[src/rtl/led_pkg.sv]
// Shared definitions for the LED scan controller: digit counts, FSM states,
// active-low seven-segment patterns and the double-dabble adjust step.
package led_pkg;

  localparam int BIN_W        = 32;
  localparam int BCD_DIGITS   = 10;
  localparam int SHOWN_DIGITS = 8;
  localparam int BCD_W        = 4 * BCD_DIGITS;

  // Segment order {dp,g,f,e,d,c,b,a}, active-low, dp always off.
  localparam logic [7:0] SEG_0     = 8'hC0;
  localparam logic [7:0] SEG_1     = 8'hF9;
  localparam logic [7:0] SEG_2     = 8'hA4;
  localparam logic [7:0] SEG_3     = 8'hB0;
  localparam logic [7:0] SEG_4     = 8'h99;
  localparam logic [7:0] SEG_5     = 8'h92;
  localparam logic [7:0] SEG_6     = 8'h82;
  localparam logic [7:0] SEG_7     = 8'hF8;
  localparam logic [7:0] SEG_8     = 8'h80;
  localparam logic [7:0] SEG_9     = 8'h90;
  localparam logic [7:0] SEG_BLANK = 8'hFF;

  typedef enum logic [1:0] {
    IDLE,
    CONV,
    COMMIT
  } state_t;

  // Add 3 to every nibble that is 5 or more, so the following left shift
  // carries correctly into the next decimal digit.
  function automatic logic [BCD_W-1:0] bcd_add3(input logic [BCD_W-1:0] bcd);
    logic [BCD_W-1:0] r;
    r = bcd;
    for (int i = 0; i < BCD_DIGITS; i++) begin
      if (r[4*i +: 4] >= 4'd5) begin
        r[4*i +: 4] = r[4*i +: 4] + 4'd3;
      end
    end
    return r;
  endfunction

endpackage

[src/rtl/led_scan_ctrl_if.sv]
// Value-offer handshake between the CPU LED port and the scan controller.
interface led_scan_ctrl_if;
  import led_pkg::*;

  logic             in_valid;
  logic [BIN_W-1:0] in_data;
  logic             in_ready;

  modport master (
    output in_valid,
    output in_data,
    input  in_ready
  );

  modport slave (
    input  in_valid,
    input  in_data,
    output in_ready
  );

endinterface

[src/rtl/led_scan_ctrl_seg7_decode.sv]
// Combinational BCD digit to active-low seven-segment decoder with blanking.
module seg7_decode
  import led_pkg::*;
(
  input  logic [3:0] digit,
  input  logic       blank,
  output logic [7:0] seg_n
);

  // Blank wins; non-decimal codes also come out dark.
  always_comb begin
    seg_n = SEG_BLANK;
    if (!blank) begin
      case (digit)
        4'd0:    seg_n = SEG_0;
        4'd1:    seg_n = SEG_1;
        4'd2:    seg_n = SEG_2;
        4'd3:    seg_n = SEG_3;
        4'd4:    seg_n = SEG_4;
        4'd5:    seg_n = SEG_5;
        4'd6:    seg_n = SEG_6;
        4'd7:    seg_n = SEG_7;
        4'd8:    seg_n = SEG_8;
        4'd9:    seg_n = SEG_9;
        default: seg_n = SEG_BLANK;
      endcase
    end
  end

endmodule

[src/rtl/led_scan_ctrl.sv]
// Binary-to-BCD converter feeding an 8-digit multiplexed seven-segment display.
// The converter FSM and the refresh scanner run independently; they share only
// the display register, which changes atomically on COMMIT.
module led_scan_ctrl
  import led_pkg::*;
#(
  parameter int SCAN_DIV = 50000,
  parameter bit BLANK_LZ = 1'b1
) (
  input  logic                  clk,
  input  logic                  rst_n,
  led_scan_ctrl_if.slave        bus,
  output logic                  busy,
  output logic                  ovf,
  output logic [7:0]            an_n,
  output logic [7:0]            seg_n
);

  localparam int PW = (SCAN_DIV > 1) ? $clog2(SCAN_DIV) : 1;
  localparam logic [PW-1:0] PRESC_LAST = PW'(SCAN_DIV - 1);

  state_t                  state_q, state_d;
  logic [BIN_W-1:0]        bin_q;
  logic [BCD_W-1:0]        bcd_q;
  logic [4:0]              cnt_q;
  logic [BIN_W-1:0]        disp_q;
  logic                    accept;
  logic                    last_shift;

  logic [PW-1:0]           presc_q;
  logic                    tick;
  logic [2:0]              idx_q;
  logic [2:0]              idx_nx;
  logic [3:0]              digit_sel;
  logic [SHOWN_DIGITS-1:0] hi_zero;
  logic                    blank_sel;
  logic [7:0]              seg_nx;

  assign accept       = bus.in_valid && (state_q == IDLE);
  assign last_shift   = (cnt_q == 5'd31);
  assign bus.in_ready = (state_q == IDLE);
  assign busy         = (state_q == CONV) || (state_q == COMMIT);

  // FSM state register.
  always_ff @(posedge clk or negedge rst_n) begin
    if (!rst_n) begin
      state_q <= IDLE;
    end else begin
      state_q <= state_d;
    end
  end

  // Next-state logic: one accept, 32 shift cycles, one commit cycle.
  always_comb begin
    state_d = state_q;
    case (state_q)
      IDLE:    if (bus.in_valid) state_d = CONV;
      CONV:    if (last_shift)   state_d = COMMIT;
      COMMIT:  state_d = IDLE;
      default: state_d = IDLE;
    endcase
  end

  // Shift counter: counts the 32 double-dabble iterations.
  always_ff @(posedge clk or negedge rst_n) begin
    if (!rst_n) begin
      cnt_q <= '0;
    end else if (accept) begin
      cnt_q <= '0;
    end else if (state_q == CONV) begin
      cnt_q <= cnt_q + 5'd1;
    end
  end

  // Conversion datapath: adjust every BCD nibble, then shift {bcd,bin} left.
  always_ff @(posedge clk) begin
    if (accept) begin
      bin_q <= bus.in_data;
      bcd_q <= '0;
    end else if (state_q == CONV) begin
      {bcd_q, bin_q} <= {bcd_add3(bcd_q), bin_q} << 1;
    end
  end

  // Display register and overflow flag, written only on COMMIT.
  always_ff @(posedge clk or negedge rst_n) begin
    if (!rst_n) begin
      disp_q <= '0;
      ovf    <= 1'b0;
    end else if (state_q == COMMIT) begin
      disp_q <= bcd_q[BIN_W-1:0];
      ovf    <= |bcd_q[BCD_W-1:BIN_W];
    end
  end

  assign tick   = (presc_q == PRESC_LAST);
  assign idx_nx = idx_q + 3'd1;

  // Leading-zero map: hi_zero[i] is set when digits i..7 are all zero.
  always_comb begin
    hi_zero = '0;
    for (int i = 0; i < SHOWN_DIGITS; i++) begin
      hi_zero[i] = ((disp_q >> (4 * i)) == '0);
    end
  end

  assign digit_sel = disp_q[{idx_nx, 2'b00} +: 4];
  assign blank_sel = BLANK_LZ && (idx_nx != 3'd0) && hi_zero[idx_nx];

  seg7_decode u_seg7_decode (
    .digit (digit_sel),
    .blank (blank_sel),
    .seg_n (seg_nx)
  );

  // Refresh scanner: prescaler, digit index and the registered pin drive.
  // Anode and segments load on the same tick so they never disagree.
  always_ff @(posedge clk or negedge rst_n) begin
    if (!rst_n) begin
      presc_q <= '0;
      idx_q   <= '0;
      an_n    <= 8'hFE;
      seg_n   <= SEG_0;
    end else begin
      presc_q <= tick ? '0 : presc_q + 1'b1;
      if (tick) begin
        idx_q <= idx_nx;
        an_n  <= ~(8'd1 << idx_nx);
        seg_n <= seg_nx;
      end
    end
  end

endmodule

[src/flat_wrapper.sv]
// flat-port wrapper written by rule: the top's interface ports become plain ports
module led_scan_ctrl_flat import led_pkg::*;
#(
  parameter int SCAN_DIV = 50000,
  parameter bit BLANK_LZ = 1'b1
)
  (clk, rst_n, busy, ovf, an_n, seg_n, bus_in_valid, bus_in_data, bus_in_ready);
  led_scan_ctrl_if bus_i ();
  input  logic clk;
  input  logic rst_n;
  output logic busy;
  output logic ovf;
  output logic [7:0] an_n;
  output logic [7:0] seg_n;
  input wire logic [$bits(bus_i.in_valid)-1:0] bus_in_valid;
  input wire logic [$bits(bus_i.in_data)-1:0] bus_in_data;
  output wire logic [$bits(bus_i.in_ready)-1:0] bus_in_ready;
  assign bus_i.in_valid = bus_in_valid;
  assign bus_i.in_data = bus_in_data;
  assign bus_in_ready = bus_i.in_ready;
  led_scan_ctrl #(.SCAN_DIV(SCAN_DIV), .BLANK_LZ(BLANK_LZ)) u_core (.clk(clk), .rst_n(rst_n), .bus(bus_i), .busy(busy), .ovf(ovf), .an_n(an_n), .seg_n(seg_n));
endmodule
[config.mk]
export PLATFORM = sky130hd
export DESIGN_NAME = led_scan_ctrl_flat
export DESIGN_NICKNAME = d
export VERILOG_FILES = /design/src/rtl/led_pkg.sv /design/src/rtl/led_scan_ctrl_if.sv /design/src/rtl/led_scan_ctrl_seg7_decode.sv /design/src/rtl/led_scan_ctrl.sv /design/src/flat_wrapper.sv
export SDC_FILE = /design/constraint.sdc
export NUM_CORES = 1
export LEC_CHECK = 0
export BUFFER_PORTS_ARGS = -buffer_cell sky130_fd_sc_hd__clkbuf_2
export CORE_AREA = 3 3 106 134
export CTS_CLUSTER_SIZE = 8
export DETAILED_ROUTE_END_ITERATION = 8
export DIE_AREA = 0 0 109 137
export PLACE_DENSITY_LB_ADDON = 0.05
export SETUP_SLACK_MARGIN = 0.3
export SLEW_MARGIN = 20
export SYNTH_ARGS = -nofsm -noshare
export SYNTH_HDL_FRONTEND = slang
export SYNTH_SLANG_ARGS = --single-unit
[constraint.sdc]
create_clock -name clk -period 6.8 [get_ports clk]
set_input_delay 0.68 -clock clk [delete_from_list [all_inputs] [get_ports clk]]
set_output_delay 0.68 -clock clk [all_outputs]
set_load 0.005 [all_outputs]
==> results_dict.tcl <==
set metrics [dict create \
    outcome "complete, no violations" \
    antenna_found_initial 0 \
    synth_ff_type "dfrtp_1" \
    slowest_delay_ns 0.96 \
    irDropWorstVdd_v 0.000199 \
    worstPathRequired_ns 7.12 \
    drt_iter0_drc 255 \
    synth_edf_count 32 \
    multi_input_area_um2 3470 \
    rows 47 \
    ys_warn_count 0 \
    worst_pin_slew_ns 0.963 \
    grt_pass1_wl_um 24400 \
    hold_buffers 0 \
    ant_nets 0 \
    clk_pin_slew_ns 0.05 \
    cts_sinks 146 \
    die_area_um2 14900 \
    clk_latency_ns 0.42 \
    io_pins 54 \
    p_clk_share_pct 34.0 \
    drc 0 \
    seq_area_frac_synth_pct 49.2 \
    cp_top_family "adder cells" \
    p_sw_uw 735 \
    crit_top_cell "ha_1" \
    cts_max_path_buffers 2 \
    wire_per_inst_um 14.7 \
    area_growth_pct 12.6 \
    crit_path_end_kind "flop" \
    drtPass1Iterations 5 \
    wl_um 14000 \
    gp_congestion 0.915 \
    synthDistinctLibCells 51 \
    synth.area.top_cells "dfrtp_1 22%, edfxtp_1 13%, dfxtp_1 11%, nand2_1 6.6%, ha_1 6.5%" \
    die_h_um 137 \
    path_buf_inv 1 \
    power.internal_uw 1840 \
    fin_crit_sh_pct 49.0 \
    swShare_pct 28.5 \
    syn_area_per_cell_um2 10.1 \
    clockRootBuffer "clkbuf_16" \
    antennaDiodeCount 0 \
    synth-seq-cells 146 \
    core_um2 13100 \
    cts_inserted_buffers 17 \
    slew_viol_final 0 \
    setup_tns_ns 0 \
    crit_fanout 25 \
    h-tree-depth 4 \
    slowest_stage "ha_1" \
    power_uw 2580 \
    async_flop_share_pct 50.7 \
    track_usage_pct 20.5 \
    timing.final.crit_period_ns 3.33 \
    grt_max_degree 75 \
    layout.cells.most_common "nand2_1" \
    cts_resized 0 \
    finalHoldViolations 0 \
    relSlewSlack_pct 35.8 \
    via_per_inst 5.46 \
    routed-via-count 5222 \
    p_leak_uw 0.00370 \
    fillCellCount 1096 \
    nets 845 \
    seq_power_share_pct 45.5 \
    power_density_nw_per_um2 311 \
    critPathArrivalTime_ns 3.65 \
    grt_overflow 0 \
    regArea_um2 3620 \
    port_buffers 52 \
    post_cts_buffers 0 \
    dp_hpwl_um 9640 \
    die_w_um 109 \
    yosysTopAreaCellShare_pct 22.4 \
    cp-start-kind "flop" \
    yosysTopAreaCell "dfrtp_1" \
    rsz0062_at_grt "no" \
    mostFrequentLayoutCells "129 x nand2_1, 66 x dfrtp_1, 51 x clkbuf_2" \
    drive_gt1_share_pct 18.0 \
    hp-class "in2async" \
    finClkSkew_ns 0.00787 \
    setup_viol 0 \
    crit_path_cell_trace "inv_2 -> ha_1 -> mux4_2 -> nand2_1 -> and2_1 -> ha_1 -> o21a_1 -> a211oi_1" \
    grt_pass1_vias 5112 \
    syn_nets 800 \
    synth_cells 727 \
    p_comb_share_pct 20.5 \
    cap_violations 0 \
    post-route-util_pct 63.2 \
    crit_type "reg2reg" \
    fmax_ghz 0.300 \
    initial_core_util_pct 56.2 \
    syn-cell-area_um2 7360 \
    cts_tree "yes" \
]
==> worst register-to-register path, delay by kind of cell (launching register included) <==
kind            cells  cell delay (ns)
compound gates      2             0.41
fa+ha+maj           2             1.23
buf+inv             1             0.18
flops               1             0.53
mux                 1             0.61
simple gates        2             0.27
==> power by group through the flow <==
stage               Clock [µW]  Sequential (µW)  Combinational [µW]
floorplan                    0             1160                 414
global placement             0             1180                 515
CTS                        900             1180                 534
finish                     877             1170                 528
global route               944             1190                 606
detailed placement           0             1190                 530
==> final cells by class <==
class	count	area share, %
clock buffer	26	5.66
clock inverter	6	0.996
inverter	32	1.45
multi-input combinational	517	41.9
sequential	146	43.7
tap	171	2.58
timing repair buffer	58	3.71
==> synthesized netlist by cell type, types with 3 or more instances <==
library cell,count
mux4_2,7
nor4_1,6
o21ai_0,26
nor3_1,7
mux2i_1,26
xor2_1,10
and3_1,3
nand4_1,4
nand2b_1,29
nand3_1,27
buf_2,3
edfxtp_1,32
a31oi_1,11
nand2_1,129
a21o_1,9
inv_1,30
ha_1,38
buf_1,8
a21oi_1,42
mux2_2,33
clkbuf_1,17
xnor2_1,26
o211ai_1,9
nor2_1,48
dfrtp_1,66
dfxtp_1,40
dfstp_2,8
a211oi_1,3
==> through the flow <==
step | cell area [µm²] | setup WS, ns | hold slack, ns | std cells
2_1_floorplan | 7360 | 4.04 | 0.384 | 727
3_3_place_gp | 7740 | 3.59 | 0.460 | 924
3_5_place_dp | 7740 | 3.51 | 0.472 | 924
4_1_cts | 8290 | 3.47 | 0.431 | 956
5_1_grt | 8290 | 3.12 | 0.482 | 956
6_report | 8290 | 3.47 | 0.392 | 956
==> final timing paths <==
check	start	endpoint	slack [ns]	cells after the start
max in group asynchronous	rst_n	u_core.disp_q[27]	5.79	1
worst min-delay path	rst_n	u_core.presc_q[6]	0.39	1
min in group clk	u_core.bcd_q[39]	u_core.bcd_q[39]	0.48	2
worst max-delay path	u_core.idx_q[0]	u_core.seg_n[3]	3.47	8
worst max register to register	u_core.idx_q[0]	u_core.seg_n[3]	3.47	8
worst min register to register	u_core.bcd_q[39]	u_core.bcd_q[39]	0.48	2
==> layer usage <==
layer	track usage, %	share of wire (%)
met3	3.96	3.6
met4	8.42	1.8
met2	34.4	50
met1	25.9	44
met5	0	0
==> sequential cells by signal, summed over array words and instances (netlist names) <==
signal,flops
u_core.ovf,1
u_core.an_n,8
u_core.cnt_q,5
u_core.idx_q,3
u_core.state_q,2
u_core.seg_n,7
u_core.bcd_q,40
u_core.bin_q,32
u_core.presc_q,16
u_core.disp_q,32
==> cells by family after synthesis <==
| group | Yosys count | synth area share, % |
|---|---|---|
| flops | 146 | 49.2 |
| mux | 66 | 10.7 |
| compound gates | 111 | 9.04 |
| other cells | 1 | 0.0509 |
| xor+xnor | 37 | 4.50 |
| fa+ha+maj | 38 | 6.46 |
| buf+inv | 64 | 3.67 |
| simple gates | 264 | 16.4 |
Power figures use the tool's default switching activity.
